File: config.mk
export PLATFORM = sky130hd
export DESIGN_NAME = serial_add_ctrl
export DESIGN_NICKNAME = d
export VERILOG_FILES = /design/src/rtl/serial_add_ctrl.sv
export SDC_FILE = /design/constraint.sdc
export NUM_CORES = 1
export LEC_CHECK = 0
export CORE_MARGIN = 1.5
export CORE_UTILIZATION = 50
export DETAILED_ROUTE_END_ITERATION = 12
export MAX_ROUTING_LAYER = met4
export PLACE_DENSITY = 0.85
export SYNTH_ARGS = -nofsm -noshare
export SYNTH_HDL_FRONTEND = slang
export SYNTH_SLANG_ARGS = --single-unit
File: constraint.sdc
create_clock -name clk -period 4.4 [get_ports clk]
set_clock_uncertainty 0.15 [all_clocks]
set_input_delay 0.44 -clock clk [delete_from_list [all_inputs] [get_ports clk]]
set_output_delay 0.44 -clock clk [all_outputs]
set_load 0.02 [all_outputs]
File: src/rtl/serial_add_ctrl.sv
// Bit-serial adder: one full-adder cell stepped over WIDTH cycles, LSB first, with start/done handshake.
// Optional macro SERIAL_SUBTRACT_EN adds a sub input that turns the operation into A - B.
module serial_add_ctrl #(
  parameter int WIDTH = 8
) (
  input  logic             clk,
  input  logic             rst,
  input  logic             start,
  input  logic [WIDTH-1:0] a,
  input  logic [WIDTH-1:0] b,
  input  logic             cin,
`ifdef SERIAL_SUBTRACT_EN
  input  logic             sub,
`endif
  output logic             ready,
  output logic             busy,
  output logic             done,
  output logic [WIDTH-1:0] res,
  output logic             cout
);

  localparam int CW = $clog2(WIDTH) + 1;

  typedef enum logic [1:0] {
    S_IDLE,
    S_RUN,
    S_DONE
  } state_t;

  state_t           state;
  state_t           state_nxt;
  logic [WIDTH-1:0] a_sr;
  logic [WIDTH-1:0] b_sr;
  logic [WIDTH-1:0] sum_sr;
  logic [WIDTH-1:0] sum_shift;
  logic [WIDTH-1:0] b_load;
  logic             c_load;
  logic             carry;
  logic             fa_sum;
  logic             fa_cout;
  logic             load;
  logic             last;
  logic [CW-1:0]    cnt;

  // The single full-adder cell shared by every bit step.
  assign fa_sum  = a_sr[0] ^ b_sr[0] ^ carry;
  assign fa_cout = (a_sr[0] & b_sr[0]) | (carry & (a_sr[0] ^ b_sr[0]));
  assign last    = (cnt == CW'(WIDTH - 1));

  generate
    if (WIDTH == 1) begin : g_w1
      assign sum_shift = fa_sum;
    end else begin : g_wn
      assign sum_shift = {fa_sum, sum_sr[WIDTH-1:1]};
    end
  endgenerate

  always_comb begin
`ifdef SERIAL_SUBTRACT_EN
    b_load = sub ? ~b : b;
    c_load = sub ? 1'b1 : cin;
`else
    b_load = b;
    c_load = cin;
`endif
  end

  // NOTE: state registers use non-blocking assignments so every flop samples pre-edge values.
  always_ff @(posedge clk or posedge rst) begin
    if (rst) begin
      state <= S_IDLE;
    end else begin
      state <= state_nxt;
    end
  end

  // NOTE: every output of this block gets a default first, so no path can infer a latch.
  always_comb begin
    state_nxt = state;
    ready     = 1'b0;
    busy      = 1'b0;
    done      = 1'b0;
    load      = 1'b0;
    case (state)
      S_IDLE: begin
        ready = 1'b1;
        if (start) begin
          load      = 1'b1;
          state_nxt = S_RUN;
        end
      end
      S_RUN: begin
        busy = 1'b1;
        if (last) begin
          state_nxt = S_DONE;
        end
      end
      S_DONE: begin
        ready = 1'b1;
        done  = 1'b1;
        if (start) begin
          load      = 1'b1;
          state_nxt = S_RUN;
        end else begin
          state_nxt = S_IDLE;
        end
      end
      default: state_nxt = S_IDLE;
    endcase
  end

  // NOTE: all datapath flops are reset, so an aborted operation leaves no stale result behind.
  always_ff @(posedge clk or posedge rst) begin
    if (rst) begin
      a_sr   <= '0;
      b_sr   <= '0;
      sum_sr <= '0;
      carry  <= 1'b0;
      cnt    <= '0;
      res    <= '0;
      cout   <= 1'b0;
    end else if (load) begin
      a_sr  <= a;
      b_sr  <= b_load;
      carry <= c_load;
      cnt   <= '0;
    end else if (busy) begin
      a_sr   <= a_sr >> 1;
      b_sr   <= b_sr >> 1;
      sum_sr <= sum_shift;
      carry  <= fa_cout;
      cnt    <= cnt + CW'(1);
      // The result registers change only on the final step, so they hold through RUN.
      if (last) begin
        res  <= sum_shift;
        cout <= fa_cout;
      end
    end
  end

endmodule
==> impl_metrics.tcl <==
set metrics [dict create \
    synth_largest_area_cell "dfrtp_1" \
    setup_viol 0 \
    status "finished clean" \
    ctsResizeCount 0 \
    gp_congestion 0.7624 \
    tritoncts "built" \
    htreeDepth 2 \
    cts_setup_buffers 0 \
    netlist_top_cells_count "nand2_1, dfrtp_1, mux2_2" \
    p_per_area_nw_per_um2 704.5 \
    routedWlPerCell_um 13.08 \
    hp-class "input pin to asynchronous set/reset pin" \
    crit_fanout 29 \
    synth.distinct_cells 22 \
    dp.cells 226 \
    netlist_top_cells_area "dfrtp_1, nand2_1, mux2_2, a22oi_1, a31oi_1" \
    syn_nets 181 \
    cts_root_buf "clkbuf_4" \
    ys_warn_count 0 \
    ys_ff_latch 39 \
    rsz0062_at_grt "no" \
    p_leak_nw 0.9583 \
    postPlaceCellArea_um2 1979 \
    fin_hold_ws_ns 0.3556 \
    layout-drive-gt1-share_pct 10.53 \
    clkTransAtPathRegs_ns 0.11 \
    grt_pass1_vias 1124 \
    firstDrtPassIters 5 \
    finalMaxSlewViolations 0 \
    nNetsFinal 211 \
    instances_no_fill 234 \
    hold_buffers 0 \
    cts_buffer_depth 2 \
    finalPower_mw 1.443 \
    cp.required_ns 3.81 \
    ys_async_sr_fraction_pct 100.0 \
    die_y_um 60.41 \
    start_kind "flop" \
    peakVddDrop_v 0.0002940 \
    vias_per_cell 5.252 \
    routed_wl_um 3060 \
    gr-total-overflow 0 \
    synth.top_cell.area_share_pct 59.23 \
    grtUsageTotal_pct 19.93 \
    design_area_um2 2048 \
    vias 1229 \
    yosysMostFrequentCell "nand2_1" \
    yosys_most_used_dff "dfrtp_1" \
    boundaryPins 32 \
    netlist_area_um2 1648 \
    core_um2 3103 \
    antenna_cells 0 \
    dieArea_um2 3649 \
    antenna_left 0 \
    fillers 258 \
    row_count 20 \
    syn_area_per_cell_um2 10.36 \
    fmax_ghz 0.3225 \
    cts_buffers 5 \
    relSlewSlack_pct 38.14 \
    grt_pass1_wl_um 5037 \
    drtIter0Drc 70 \
    die_w_um 60.41 \
    cp.arrival_ns 2.51 \
    cts.sinks 39 \
    clock_latency_ns 0.34 \
    finalHoldViolCount 0 \
    hpwl_um 2006 \
    worst_pin_slew_ns 0.9279 \
    final_core_util_pct 66.01 \
    seqCellArea_um2 975.9 \
    timing.final.crit_share_pct 70.47 \
    synth-seq-area-share_pct 59.23 \
    fin_crit_ns 3.101 \
    start_util_pct 53.10 \
    portBuffers 31 \
    grt_max_degree 40 \
    synth_edf_count 0 \
    path_class "flop to output pin" \
    drc 0 \
    end_kind "output pin" \
    antenna_found_initial 0 \
    setup_ws_ns 1.299 \
    place_ws_ns 1.686 \
    tns_ns 0 \
    area_growth_pct 24.30 \
    multi_input_area_um2 611.8 \
    netlist_instances 159 \
    drv_cap 0 \
]
sequential cells by signal, summed over array words and instances (netlist names):
register and flops:
b_sr 8, cout 1, res 8, state 2
carry 1, cnt 4, sum_sr 7, a_sr 8
cells by family (layout without fill, tap and decap cells):
family	count (synthesis)	in the layout	share of synthesized area [%]
adders and majority gates	2	2	1.974
and+or+nand+nor	73	73	18.91
muxes	12	12	8.049
DFF	39	39	59.23
AOI/OAI and AO/OA	20	20	8.200
buffers and inverters	13	44	3.644
critical path, cell delays in order, from the launching register on:
cell	delay, ns
dfrtp_1	0.39
nand2b_1	0.14
buf_4	0.23
inv_1	0.67
clkdlybuf4s50_1	0.75
cells in the final DEF, fill, tap and decap left out:
master           synthesis  final
nand2_1                 50     50
dfrtp_1                 39     39
clkdlybuf4s50_1          0     31
mux2_2                  10     10
nor2_1                   9      9
nand3_1                  8      8
a31oi_1                  8      8
a22oi_1                  7      7
clkbuf_4                 0      5
inv_1                    3      3
nand2b_1                 2      2
and2b_1                  2      2
o21ai_0                  2      2
mux2i_1                  2      2
a22o_1                   2      2
clkbuf_8                 0      2
buf_4                    0      2
nand4_1                  1      1
a21oi_1                  1      1
nor3_4                   1      1
fa_1                     1      1
ha_1                     1      1
clkbuf_1                 5      1
cell type report:
cell class / count / area share, %
flip-flops and latches: 39 / 47.65
repair buffers: 33 / 15.88
well taps: 44 / 2.688
multi-input cells: 107 / 29.87
inverters: 3 / 0.5498
clock buffers: 8 / 3.360
path summary, 6_finish.rpt:
kind | slack [ns] | cells past startpoint | startpoint | endpoint
setup / recovery | 1.30 | 4 | state[1] | busy
hold / removal | 0.36 | 3 | rst | cnt[2]
setup reg to reg | 2.31 | 5 | state[1] | cnt[1]
hold reg to reg | 0.36 | 2 | sum_sr[3] | sum_sr[2]
max in group asynchronous | 3.41 | 3 | rst | b_sr[2]
min in group clk | 0.36 | 2 | sum_sr[3] | sum_sr[2]
power breakdown:
part	internal [mW]	switching, mW	leakage [nW]
Combinational	0.276	0.337	0.434
Sequential	0.522	0.103	0.486
Clock	0.0941	0.111	0.0386
Total	0.893	0.551	0.958
routing by layer:
metal  GRT usage [%]  routed length (µm)  vias up
li1                -                   -      588
met1           25.18                1375      605
met2           30.12                1510       32
met3           5.757                 133        4
met4           8.571                  40        0
met5               -                   0        -
Note: power is estimated with default switching activity, not from simulation.
